### src/rtl/wakeup_broadcaster_pkg.sv
// Shared constants for the issue-queue wakeup path: default sizes, the
// physical-register index width and the hardwired-ready register number.
package wakeup_broadcaster_pkg;

   localparam int NUM_PHYS_REGS_DFLT = 64;
   localparam int FIFO_DEPTH_DFLT    = 8;
   localparam int LOG_PHYS           = $clog2(NUM_PHYS_REGS_DFLT);
   localparam int PHYS_REG0          = 0;

endpackage : wakeup_broadcaster_pkg

### src/rtl/wakeup_broadcaster_ready_table.sv
// Physical-register ready table: one bit per register, cleared on allocation,
// set on broadcast (allocation wins), with two combinational lookup ports.
module phys_ready_table
   import wakeup_broadcaster_pkg::*;
#(
   parameter int NUM_PHYS_REGS = NUM_PHYS_REGS_DFLT,
   parameter int LOG_PHYS_W    = $clog2(NUM_PHYS_REGS)
) (
   input  logic                  clk,
   input  logic                  rst_n,
   input  logic                  alloc_en,
   input  logic [LOG_PHYS_W-1:0] alloc_reg,
   input  logic                  set_en,
   input  logic [LOG_PHYS_W-1:0] set_reg,
   input  logic [LOG_PHYS_W-1:0] rd0_reg,
   output logic                  rd0_ready,
   input  logic [LOG_PHYS_W-1:0] rd1_reg,
   output logic                  rd1_ready
);

   logic [NUM_PHYS_REGS-1:0] ready_q;
   logic [NUM_PHYS_REGS-1:0] ready_d;

   genvar gi;
   generate
      for (gi = 0; gi < NUM_PHYS_REGS; gi++) begin : g_bit
         if (gi == PHYS_REG0) begin : g_hardwired
            always_comb ready_d[gi] = 1'b1;
         end else begin : g_tracked
            // Clear is checked first so an allocation always beats a same-edge wakeup.
            always_comb begin
               ready_d[gi] = ready_q[gi];
               if (alloc_en && (alloc_reg == LOG_PHYS_W'(gi))) begin
                  ready_d[gi] = 1'b0;
               end else if (set_en && (set_reg == LOG_PHYS_W'(gi))) begin
                  ready_d[gi] = 1'b1;
               end
            end
         end
      end
   endgenerate

   always_ff @(posedge clk or negedge rst_n) begin
      if (!rst_n) begin
         ready_q <= '1;
      end else begin
         ready_q <= ready_d;
      end
   end

   assign rd0_ready = ready_q[rd0_reg];
   assign rd1_ready = ready_q[rd1_reg];

endmodule : phys_ready_table

### src/rtl/wakeup_broadcaster.sv
// Serializes ALU and MEM writeback completions into one wakeup broadcast per
// cycle, in arrival order, and keeps the ready table consulted at dispatch.
module wakeup_broadcaster
   import wakeup_broadcaster_pkg::*;
#(
   parameter int NUM_PHYS_REGS = NUM_PHYS_REGS_DFLT,
   parameter int FIFO_DEPTH    = FIFO_DEPTH_DFLT,
   parameter int LOG_PHYS_W    = $clog2(NUM_PHYS_REGS),
   parameter int LOG_DEPTH     = $clog2(FIFO_DEPTH)
) (
   input  logic                  CLK,
   input  logic                  RESET,
   input  logic                  Alloc_IN,
   input  logic [LOG_PHYS_W-1:0] AllocReg_IN,
   input  logic [LOG_PHYS_W-1:0] Src1Reg_IN,
   input  logic [LOG_PHYS_W-1:0] Src2Reg_IN,
   output logic                  Src1Ready_OUT,
   output logic                  Src2Ready_OUT,
   input  logic                  WB0Valid_IN,
   input  logic [LOG_PHYS_W-1:0] WB0Reg_IN,
   input  logic                  WB1Valid_IN,
   input  logic [LOG_PHYS_W-1:0] WB1Reg_IN,
   output logic                  WBStall_OUT,
   output logic                  ReadyUpdate_OUT,
   output logic [LOG_PHYS_W-1:0] ReadyRegister_OUT
);

   localparam int CW = LOG_DEPTH + 1;
   localparam logic [LOG_PHYS_W-1:0] REG0 = LOG_PHYS_W'(PHYS_REG0);

   logic [CW-1:0]         count_q, count_d;
   logic [LOG_DEPTH-1:0]  rd_ptr_q, rd_ptr_d;
   logic [LOG_DEPTH-1:0]  wr_ptr_q, wr_ptr_d;
   logic [LOG_PHYS_W-1:0] mem_q [FIFO_DEPTH];
   logic [LOG_PHYS_W-1:0] mem_d [FIFO_DEPTH];
   logic                  upd_q, upd_d;
   logic [LOG_PHYS_W-1:0] reg_q, reg_d;

   logic                  stall;
   logic                  acc0;
   logic                  acc1;
   logic                  fifo_nonempty;
   logic [1:0]            n_push;
   logic [LOG_PHYS_W-1:0] slot0;
   logic [LOG_PHYS_W-1:0] slot1;

   // The stall threshold leaves room for a two-push/one-pop cycle, so no overflow check is needed.
   always_comb begin
      stall         = count_q > CW'(FIFO_DEPTH - 2);
      acc0          = !stall && WB0Valid_IN && (WB0Reg_IN != REG0);
      acc1          = !stall && WB1Valid_IN && (WB1Reg_IN != REG0) &&
                      !(WB0Valid_IN && (WB1Reg_IN == WB0Reg_IN));
      fifo_nonempty = (count_q != '0);

      upd_d  = 1'b0;
      reg_d  = reg_q;
      n_push = 2'd0;
      slot0  = WB0Reg_IN;
      slot1  = WB1Reg_IN;

      if (fifo_nonempty) begin
         upd_d  = 1'b1;
         reg_d  = mem_q[rd_ptr_q];
         n_push = {1'b0, acc0} + {1'b0, acc1};
         slot0  = acc0 ? WB0Reg_IN : WB1Reg_IN;
      end else if (acc0) begin
         upd_d  = 1'b1;
         reg_d  = WB0Reg_IN;
         n_push = {1'b0, acc1};
         slot0  = WB1Reg_IN;
      end else if (acc1) begin
         upd_d  = 1'b1;
         reg_d  = WB1Reg_IN;
      end

      mem_d = mem_q;
      if (n_push != 2'd0) begin
         mem_d[wr_ptr_q] = slot0;
      end
      if (n_push == 2'd2) begin
         mem_d[wr_ptr_q + LOG_DEPTH'(1)] = slot1;
      end

      wr_ptr_d = wr_ptr_q + LOG_DEPTH'(n_push);
      rd_ptr_d = rd_ptr_q + LOG_DEPTH'(fifo_nonempty);
      count_d  = count_q + CW'(n_push) - CW'(fifo_nonempty);
   end

   always_ff @(posedge CLK or negedge RESET) begin
      if (!RESET) begin
         count_q  <= '0;
         rd_ptr_q <= '0;
         wr_ptr_q <= '0;
         upd_q    <= 1'b0;
         reg_q    <= '0;
         for (int i = 0; i < FIFO_DEPTH; i++) begin
            mem_q[i] <= '0;
         end
      end else begin
         count_q  <= count_d;
         rd_ptr_q <= rd_ptr_d;
         wr_ptr_q <= wr_ptr_d;
         upd_q    <= upd_d;
         reg_q    <= reg_d;
         mem_q    <= mem_d;
      end
   end

   // The table bit is set on the very edge that raises the broadcast.
   phys_ready_table #(
      .NUM_PHYS_REGS (NUM_PHYS_REGS),
      .LOG_PHYS_W    (LOG_PHYS_W)
   ) u_ready_table (
      .clk       (CLK),
      .rst_n     (RESET),
      .alloc_en  (Alloc_IN),
      .alloc_reg (AllocReg_IN),
      .set_en    (upd_d),
      .set_reg   (reg_d),
      .rd0_reg   (Src1Reg_IN),
      .rd0_ready (Src1Ready_OUT),
      .rd1_reg   (Src2Reg_IN),
      .rd1_ready (Src2Ready_OUT)
   );

   assign WBStall_OUT       = stall;
   assign ReadyUpdate_OUT   = upd_q;
   assign ReadyRegister_OUT = reg_q;

endmodule : wakeup_broadcaster

### config.mk
export PLATFORM = sky130hd
export DESIGN_NAME = wakeup_broadcaster
export DESIGN_NICKNAME = d
export VERILOG_FILES = /design/src/rtl/wakeup_broadcaster_pkg.sv /design/src/rtl/wakeup_broadcaster_ready_table.sv /design/src/rtl/wakeup_broadcaster.sv
export SDC_FILE = /design/constraint.sdc
export NUM_CORES = 1
export LEC_CHECK = 0
export BUFFER_PORTS_ARGS = -buffer_cell sky130_fd_sc_hd__clkbuf_2
export CAP_MARGIN = 0
export CORE_UTILIZATION = 55
export DETAILED_ROUTE_END_ITERATION = 12
export PLACE_DENSITY = 0.73
export SLEW_MARGIN = 20
export SYNTH_ARGS = -nofsm -noshare
export SYNTH_HDL_FRONTEND = slang
export SYNTH_SLANG_ARGS = --single-unit
### constraint.sdc
create_clock -name CLK -period 3.85 [get_ports CLK]
set_clock_uncertainty 0.15 [all_clocks]
set_input_delay 0.5775 -clock CLK [delete_from_list [all_inputs] [get_ports CLK]]
set_output_delay 0.5775 -clock CLK [all_outputs]
set_load 0.01 [all_outputs]
Word level (Yosys, flattened, before mapping)
Cells that the tools add are included.

Register bits after elaboration: 128. Input bits: 35. Logic and storage cells: 576. Output and inout bits: 10.

Add/subtract/negate cells: 6. Muxes and demuxes: 152. Bitwise gates (word level): 3. Magnitude comparators: 8. Eq/ne operators: 128. Reduce and logical (&&, ||, !) cells: 203.

Operator list (count): == test 6 bit, second input constant (64); == test 6 x 5 -> 1 bit, second input constant (32); logical AND 1 bit (134); two-way mux 1 bit (132); nonzero test 2 bit (64); bitwise mux 48 bit (2); == test 6 x 4 -> 1 bit, second input constant (16); two-way mux 48 bit (2); two-way mux 6 bit (10); == test 6 x 3 -> 1 bit, second input constant (8); demux 6 bit (select 3 bit) (2); == test 6 x 2 -> 1 bit, second input constant (4); binary-select mux 6 bit (select 3 bit) (1); < comparator 6 x 7 -> 1 bit, second input constant (2); binary-select mux 1 bit (select 6 bit) (2); == test 6 x 1 -> 1 bit, second input constant (2); greater-or-equal comparator 4 bit, second input constant (3); inverter 3 -> 4 bit (3); nonzero test 6 bit (2); < comparator 4 x 1 -> 1 bit, second input constant (2); == test 6 bit (1); adder 4 x 2 -> 4 bit (1); > comparator 4 x 3 -> 1 bit, second input constant (1); nonzero test 4 bit (1); other kinds (8) (9).

Depth between registers and ports, before layout
Gate-level depths: netlist (run 1).

Depth after elaboration: 12. Gate-level depth with buffers: 14. Depth with buffers taken out: 14.

Modules after synthesis
From an unflattened synthesis (run 1), not the netlist that was laid out.

Cell total of the unflattened synthesis: 798. Area total of the unflattened synthesis: 8090.3 um^2.

Modules (own cells, without submodules): wakeup_broadcaster (cells each 463, area each 4352.9 um^2, instances 1); phys_ready_table (cells each 335, area each 3737.3 um^2, instances 1).

Worst setup path before layout (run 1)
OpenSTA, ideal clock, no wires.

Kind: input-to-output. From: input port Src1Reg_IN[1]. To: output port Src1Ready_OUT. Path buffers: 2. Cell stages on the path: 5. Arrival time: 2.506 ns. Setup slack: 0.616 ns. Required time: 3.122 ns. Cells stage by stage: clkbuf_1 clkbuf_1 mux4_2 mux4_2 mux4_2.

Longest elaborated chain between the ends: 2.

Ends and longest elaborated chain: start, declared (line wakeup_broadcaster.sv:15) `input logic [LOG_PHYS_W-1:0] Src1Reg_IN,`; binary-select mux 1 bit (select 6 bit) (line wakeup_broadcaster_ready_table.sv:51) `assign rd0_ready = ready_q[rd0_reg];`; two-way mux 1 bit (not written as such) (line wakeup_broadcaster_ready_table.sv:51); end, declared (line wakeup_broadcaster.sv:17) `output logic Src1Ready_OUT,`.

Every way passes these cells. The select of a mux whose other input is x is not followed.

Worst setup path in the final report (run 1)
From: input port Src2Reg_IN[0]. To: output port Src2Ready_OUT.

Longest elaborated chain between the ends: 2.

Ends and longest elaborated chain: start, declared (line wakeup_broadcaster.sv:16) `input logic [LOG_PHYS_W-1:0] Src2Reg_IN,`; binary-select mux 1 bit (select 6 bit) (line wakeup_broadcaster_ready_table.sv:52) `assign rd1_ready = ready_q[rd1_reg];`; two-way mux 1 bit (not written as such) (line wakeup_broadcaster_ready_table.sv:52); end, declared (line wakeup_broadcaster.sv:18) `output logic Src2Ready_OUT,`.

Every way passes these cells. The select of a mux whose other input is x is not followed.

==> run metrics, run 1 <==
min cycle time layout 3.50 ns; Compound-Gate Fraction of Synth Area 21.6%; HPWL Detailed 17.5 mm; wirelength, routed 26.3 mm; area grow syn2layout 9.64%; first-pass GRT wire length 42.3 mm; total CTS buffers 17; gpl congestion 0.949; Detailed Routing Iterations Pass 1 6; largest net degree at the start of global routing 73; simple logic cell fraction of the synthesized area 14.9%; Final WS setup ~0.35 ns; Syn. warnings 0; Synth Flop Type dfrtp_1; fmax 285 MHz; status completed; Critical Path RT 3.12 ns; startpoint types input port; DRC viols 0; Clock Path Buffers 2; initial antenna violation count 1; main combinational cell family by area after synthesis compound AO/OA/AOI/OAI gates; r2r setup slk between 0.3 and 0.4 ns; core area approximately 16000 um^2; mean post-synth cell area 11.3 um^2; CTS Hold Bufs 0; Die W about 130 um; all-layer global routing usage 31.7%; full die area 17200 um^2; Remaining Overflow, GRT 0; CTS resizes 0; final worst path period share 91.0%; Synth Net Count 865; Avg WL per Cell 24.8 um; clk slew on worst S/H paths 0.06 ns; vias in the first global route 7559; asr flop ratio synth 100%; adder-cell share of the synthesized area 2.21%; die height 131 um; setup_tns 0 ns; CP endpoint kind output pin; Initial Util 57.0%; top-count cell post-synth nor2_1; unrepaired setup endpoints after global routing false; total number of vias 7463; nets@finish about 880; mux contribution to synthesized area 16.9%; area leader, netlist dfstp_2; I/O Buffers 44; post-synthesis sequential area ratio 35.7%; count of different cell masters after synthesis 63; Ant. Diodes 0; Placement Setup Slack approximately 0.29 ns; Antenna Nets Post-Route 0; hold_ws 0.128 ns; area taken by flip-flops and latches 3280 um^2; Max Slew Vio Count 0; R2R depth 12; row count 46; layout cell share with drive strength beyond 1 between 40% and 50%; max_slew headroom 28.4%; postcts setup bufs 0; final hold vios 0; Commonest cells post-synth 113 x nor2_1, 84 x a21oi_1, 65 x dfrtp_1; Multi-input gate area 5250 um^2; DR iter-0 viols 828; Synth top area share 18.0%; routed vias/inst ~7.0; Synth Register Bits 128; Root Driver clkbuf_16; Crit Path Class input port to output pin; Ports 45; worst path arrival time 2.78 ns; H-tree Lvls 4; post-layout util 62.5%; Post-Syn Instances 815; number of synthesized flops with an enable pin 0; # setup viols final 0; xor/xnor share of the synthesized area 1.44%; CP max FO 17; fillers 1224; CTS tree built; min-delay worst type input port to asynchronous set/reset pin; Worst Max-Slew Pin Slew 1.07 ns; max-cap viol count 0; Area contributors post-synth dfstp_2 18%, dfrtp_1 18%, mux4_2 12%; CTS sink cnt 128; Syn Std Cell Area 9190 um^2; worst skew pair latency 0.42 ns
-- state kept, by name (all words and copies together) (netlist names) --
register / cells
count_q: 4
u_ready_table.ready_q: 63
mem_q: 48
rd_ptr_q: 3
ReadyUpdate_OUT: 1
wr_ptr_q: 3
ReadyRegister_OUT: 6
-- stage by stage --
stage | instance area (um^2) | std cells
2_1_floorplan | 9190 | 815
3_3_place_gp | 9400 | 1029
3_5_place_dp | 9400 | 1029
4_1_cts | 10100 | 1061
5_1_grt | 10100 | 1061
6_report | 10100 | 1061
-- placed cells by master (no fill, tap or decap), drive strengths merged, types with 39 or more instances in the layout --
master    n
nor2    113
dfstp    63
dfrtp    65
inv      39
mux4     52
a211oi   45
a41oi    43
nor3     45
a21oi    84
clkbuf   66
-- logic make-up after synthesis --
family                   count (synthesis)
AND/OR/NAND/NOR                        235
adder cells (fa/ha/maj)                 15
AO/OA/AOI/OAI                          228
multiplexers                            88
XOR/XNOR                                13
buffers and inverters                  108
flip-flops                             128
-- worst max-delay path, stage by stage --
cell and delay [ns]:
clkbuf_2 0.46, mux4_2 0.62, mux4_2 0.48, mux4_2 0.48
clkbuf_2 0.15
-- path summary, 6_finish.rpt --
kind / to / startpoint
worst min-delay path: rd_ptr_q[0]$_DFF_PN0_ / RESET
max in group asynchronous: u_ready_table.ready_q[18]$_DFFE_PN1P_ / RESET
min in group CLK: u_ready_table.ready_q[18]$_DFFE_PN1P_ / u_ready_table.ready_q[18]$_DFFE_PN1P_
worst max-delay path: Src2Ready_OUT / Src2Reg_IN[0]
worst max register to register: mem_q[35]$_DFF_PN0_ / count_q[2]$_DFF_PN0_
worst min register to register: u_ready_table.ready_q[18]$_DFFE_PN1P_ / u_ready_table.ready_q[18]$_DFFE_PN1P_
-- routing by layer --
layer  track usage [%]  vias up  wire [um]
met5                 0        -          0
met4              14.3        0        984
met3              7.56      114       2970
met2              49.1      557      12200
met1              42.4     3694      10200
li1                  -     3098          -
-- area by class of cell --
cell class | count | area share [%]
multi-input cells | 579 | 52.1
flip-flops and latches | 128 | 32.6
clock buffers | 23 | 4.94
repair buffers | 65 | 4.02
well taps | 216 | 2.68
inverters | 41 | 1.90
clock inverters | 9 | 1.75
Power of run 1 is left out: the tool's default activity adds up to more than one toggle a clock period on the data nets, which glitch-free logic cannot reach.
==> run 2, diff against run 1 <==
--- a/config.mk
+++ b/config.mk
@@ -8,6 +8,7 @@
 export BUFFER_PORTS_ARGS = -buffer_cell sky130_fd_sc_hd__clkbuf_2
 export CAP_MARGIN = 0
 export CORE_UTILIZATION = 55
+export CTS_BUF_LIST = sky130_fd_sc_hd__clkbuf_2
 export DETAILED_ROUTE_END_ITERATION = 12
 export PLACE_DENSITY = 0.73
 export SLEW_MARGIN = 20
==> run metrics, run 2 (synthesis gave the netlist of run 1 again) <==
HPWL Detailed 17.5 mm (unchanged); most common cell after layout, fill and taps aside nor2_1; fin cells 1064 (+0.28%); setup_tns 0 ns (unchanged); Max Slew Vio Count 0 (unchanged); H-tree Lvls 4 (unchanged); most frequent cells in the layout 113 x nor2_1, 84 x a21oi_1, 65 x dfrtp_1; vias in the first global route 7452 (-1.4%); min-delay worst type input port to flip-flop; I/O Buffers 44 (unchanged); hold_sp WB0Reg_IN[5]; total CTS buffers 17 (unchanged); Avg WL per Cell 24.4 um (-1.7%); Detailed Routing Iterations Pass 1 5 (-1); first-pass GRT wire length 41.8 mm (-1.2%); Die W 131 um (unchanged); R2R depth 12 (unchanged); CTS sink cnt 128 (unchanged); all-layer global routing usage 31.4% (-0.34 points); final instance area 9700 um^2 (-3.7%); Initial Util 57.0% (unchanged); r2r setup slk 0.31 ns (-0.05 ns); # setup viols final 0 (unchanged); postcts setup bufs 0 (unchanged); nets@finish 883 (+0.11%); end of the worst register-to-register path mem_q[35]$_DFF_PN0_; Critical Path RT 4.32 ns (+1.20 ns); startpoint types flip-flop; Hold EP ReadyRegister_OUT[5]$_DFF_PN0_; DR iter-0 viols 919 (+11%); Crit Path Class flip-flop to flip-flop; CP max FO 12 (-5); max-cap viol count 0 (unchanged); Root Driver clkbuf_2; CTS Hold Bufs 1 (+1); status completed; fmax 282 MHz (-1.1%); largest net degree at the start of global routing 73 (unchanged); CTS resizes 0 (unchanged); gpl congestion 0.949 (unchanged); final hold vios 0 (unchanged); total number of vias 7324 (-1.9%); Placed Area 9400 um^2 (unchanged); Clock Path Buffers 2 (unchanged); Reg2Reg Launch Point count_q[2]$_DFF_PN0_; row count 46 (unchanged); final worst path period share 92.0% (+1.1 points); layout cell share with drive strength beyond 1 41.7% (-0.52 points); Remaining Overflow, GRT 0 (unchanged); Ports 45 (unchanged); Biggest register u_ready_table.ready_q; DP Cell Count 1029 (unchanged); worst skew pair latency 0.72 ns (+0.30 ns); area grow syn2layout 5.57%; core area 16100 um^2 (unchanged); post-layout util 60.2% (-2.3 points); max_slew headroom 27.5% (-0.85 points); CP endpoint kind flip-flop; worst path arrival time 4.01 ns (+1.23 ns); wirelength, routed 25.9 mm (-1.4%); number of flip-flops under the largest register name 63 (unchanged); DRC viols 0 (unchanged); Hold Path Stages 3; full die area 17200 um^2 (unchanged); initial antenna violation count 2 (+1); clk slew on worst S/H paths 0.19 ns (+0.13 ns); min cycle time layout 3.54 ns (+0.0406 ns); CTS tree built; routed vias/inst 6.88 (-2.1%); die height 131 um (unchanged); Antenna Nets Post-Route 0 (unchanged); Worst Max-Slew Pin Slew 1.08 ns (+0.0127 ns)
## run 2: cell count changes in the layout (fill, tap and decap cells not counted)
| cell | before | now |
|---|---|---|
| clkinv_1 | 0 | 5 |
| dlygate4sd3_1 | 0 | 1 |
| clkbuf_2 | 43 | 61 |
| clkbuf_16 | 17 | 0 |
| clkbuf_1 | 1 | 0 |
| clkbuf_8 | 5 | 0 |
| diode_2 | 0 | 2 |
## run 2: worst max path at each step
stage	slack, ns	end	cells after the start	from
4_1_cts	0.33	Src2Ready_OUT	4	u_ready_table.ready_q[47]$_DFFE_PN1P_
6_report	0.31	mem_q[35]$_DFF_PN0_	12	count_q[2]$_DFF_PN0_
5_1_grt	-0.002	mem_q[35]$_DFF_PN0_	13	count_q[3]$_DFF_PN0_
2_1_floorplan	0.62	Src1Ready_OUT	5	Src1Reg_IN[1]
3_5_place_dp	0.29	mem_q[32]$_DFF_PN0_	10	WB1Reg_IN[0]
3_3_place_gp	0.30	mem_q[35]$_DFF_PN0_	10	WB1Reg_IN[0]
## run 2: through the flow
step / hold slack (ns) / setup WS, ns
2_1_floorplan: 0.132 / 0.616
3_3_place_gp: 0.333 / 0.302
3_5_place_dp: 0.341 / 0.291
4_1_cts: 0.0733 / 0.331
5_1_grt: 0.0567 / -0.00157
6_report: 0.127 / 0.307
## run 2: per-layer routing
metal	track usage [%]	wire (um)
met5	0	0
met4	13.4	741
met3	8.80	2890
met2	47.6	12200
met1	42.2	10100
## run 2: final cells by class
type | instances | area (um^2)
Clock buffer | 18 | 90.1
Fill cell | 1295 | 6410
Tap cell | 216 | 270
Clock inverter | 14 | 195
Antenna cell | 2 | 5.00
Inverter | 41 | 191
Multi-Input combinational cell | 579 | 5250
Timing Repair Buffer | 66 | 415
Sequential cell | 128 | 3280
## run 2: critical path, stage by stage, from the launching register on
cell      delay (ns)
dfrtp_1         0.42
ha_1            0.21
and3_4          0.21
nor3b_4         0.33
nand2_2         0.18
inv_1           0.12
ha_1            0.17
nand2_1         0.19
nor2_1          0.19
nand2_1         0.09
nor2_1          0.85
a211oi_1        0.12
a21o_1          0.21
Power of run 2 is left out for the same reason.
==> run 3, diff against run 2 <==
--- a/config.mk
+++ b/config.mk
@@ -7,11 +7,12 @@
 export LEC_CHECK = 0
 export BUFFER_PORTS_ARGS = -buffer_cell sky130_fd_sc_hd__clkbuf_2
 export CAP_MARGIN = 0
+export CORE_ASPECT_RATIO = 1.75
 export CORE_UTILIZATION = 55
 export CTS_BUF_LIST = sky130_fd_sc_hd__clkbuf_2
 export DETAILED_ROUTE_END_ITERATION = 12
 export PLACE_DENSITY = 0.73
-export SLEW_MARGIN = 20
+export SLEW_MARGIN = 10
 export SYNTH_ARGS = -nofsm -noshare
 export SYNTH_HDL_FRONTEND = slang
 export SYNTH_SLANG_ARGS = --single-unit
==> run metrics, run 3 (synthesis gave the netlist of run 1 again) <==
status completed; Antenna Nets Post-Route 0 (unchanged); Die W 99.7 um (-24%); CP endpoint kind output pin; DP Cell Count 1046 (+1.7%); max_slew headroom 31.0% (+3.5 points); H-tree Lvls 4 (unchanged); grt met1 use 33.5% (-8.7 points); setup_tns 0 ns (unchanged); met3 Use GR 4.69% (-4.1 points); gpl congestion 0.992 (+4.5%); r2r setup slk 0.36 ns (+0.05 ns); max-cap viol count 0 (unchanged); Remaining Overflow, GRT 0 (unchanged); HPWL Detailed 19.8 mm (+13%); Largest stage delay, worst path 0.59 ns (-0.26 ns); Critical Path RT 3.12 ns (-1.20 ns); DRC viols 0 (unchanged); first-pass GRT wire length 42.5 mm (+1.7%); CP most frequent cell mux4_2; number of flip-flops under the largest register name 63 (unchanged); postcts setup bufs 0 (unchanged); row count 62 (+35%); total number of vias 7251 (-1.0%); Worst Max-Slew Pin Slew 1.03 ns (-0.0512 ns); most frequent cells in the layout 113 x nor2_1, 84 x a21oi_1, 65 x dfrtp_1; die height 173 um (+32%); worst path buffer plus inverter count 2 (+1); layout cell share with drive strength beyond 1 42.8% (+1.1 points); area grow syn2layout 6.03%; worst skew pair latency 0.69 ns (-0.03 ns); Detailed Routing Iterations Pass 1 7 (+2); nets@finish 892 (+1.0%); Biggest register u_ready_table.ready_q; Clock Path Buffers 2 (unchanged); crit-path cells clkbuf_2 -> mux4_2 -> mux4_2 -> mux4_2 -> clkbuf_2; CTS tree built; Max Slew Vio Count 0 (unchanged); min-delay worst type input port to flip-flop; CTS resizes 0 (unchanged); I/O Buffers 44 (unchanged); CTS sink cnt 128 (unchanged); Multi-input gate area 5250 um^2 (-0.12%); R2R depth 13 (+1); most common cell after layout, fill and taps aside nor2_1; Hold Path Stages 3 (unchanged); final worst path period share 92.4% (+0.33 points); fillers 1352 (+4.4%); final hold vios 0 (unchanged); Slowest cell on crit path mux4_2; fmax 281 MHz (-0.36%); core area 16400 um^2 (+1.6%); Crit Path Class input port to output pin; initial antenna violation count 1 (-1); CTS Hold Bufs 1 (unchanged); Root Driver clkbuf_2; startpoint types input port; total CTS buffers 17 (unchanged); grt peak-use layer met2; DR iter-0 viols 443 (-52%); Initial Util 56.2% (-0.88 points); vias in the first global route 7590 (+1.9%); largest net degree at the start of global routing 63 (-14%); wirelength, routed 27.5 mm (+5.9%); worst path arrival time 2.83 ns (-1.18 ns); grt met2 use 60.1% (+12 points); full die area 17300 um^2 (+0.12%); CP max FO 17 (+5); unrepaired setup endpoints after global routing false; Ports 45 (unchanged); clk slew on worst S/H paths 0.23 ns (+0.04 ns); all-layer global routing usage 33.3% (+1.9 points); routed vias/inst 6.71 (-2.5%); fin cells 1080 (+1.5%); min cycle time layout 3.56 ns (+0.0129 ns); area taken by flip-flops and latches 3280 um^2 (unchanged); Avg WL per Cell 25.4 um (+4.4%); Top delay family on crit path multiplexers; WP depth 5 (-7); # setup viols final 0 (unchanged)
## run 3: final timing paths
| path | from | to |
|---|---|---|
| worst min register to register | u_ready_table.ready_q[63]$_DFFE_PN1P_ | u_ready_table.ready_q[63]$_DFFE_PN1P_ |
| worst max register to register | count_q[3]$_DFF_PN0_ | mem_q[5]$_DFF_PN0_ |
| worst max-delay path | Src1Reg_IN[0] | Src1Ready_OUT |
| min in group asynchronous | RESET | count_q[1]$_DFF_PN0_ |
| worst min-delay path | WB0Reg_IN[5] | ReadyRegister_OUT[5]$_DFF_PN0_ |
| max in group asynchronous | RESET | u_ready_table.ready_q[49]$_DFFE_PN1P_ |
## run 3: stage by stage
stage          hold WS (ns)  utilization, %  cell area (um^2)  setup WS (ns)
3_5_place_dp          0.339            57.9              9470          0.213
5_1_grt              0.0885            59.5              9750         0.0771
3_3_place_gp          0.330            57.9              9470          0.316
2_1_floorplan         0.132               -              9190          0.616
6_report              0.129            59.5              9750          0.294
4_1_cts               0.104            59.5              9740          0.293
## run 3: cell type report
| type | instances | share of cell area [%] |
|---|---|---|
| multi-input cells | 579 | 53.8 |
| flip-flops and latches | 128 | 33.7 |
| repair buffers | 75 | 4.96 |
| well taps | 224 | 2.88 |
| inverters | 41 | 1.96 |
| clock inverters | 15 | 1.78 |
| clock buffers | 17 | 0.873 |
| diodes | 1 | 0.0257 |
## run 3: metal layers
layer / routed length, um / part of all wire [%] / up-vias
met3: 1590 / 5.8 / 113
met5: 0 / 0 / -
met1: 8850 / 32 / 3670
li1: - / - / 3120
met4: 2330 / 8.5 / 0
met2: 14700 / 53 / 348
## run 3: tightest hold or removal path, stage by stage
cell and delay [ns]:
clkbuf_2 0.14, a31oi_2 0.14, o21ai_0 0.08
Power of run 3 is left out for the same reason.
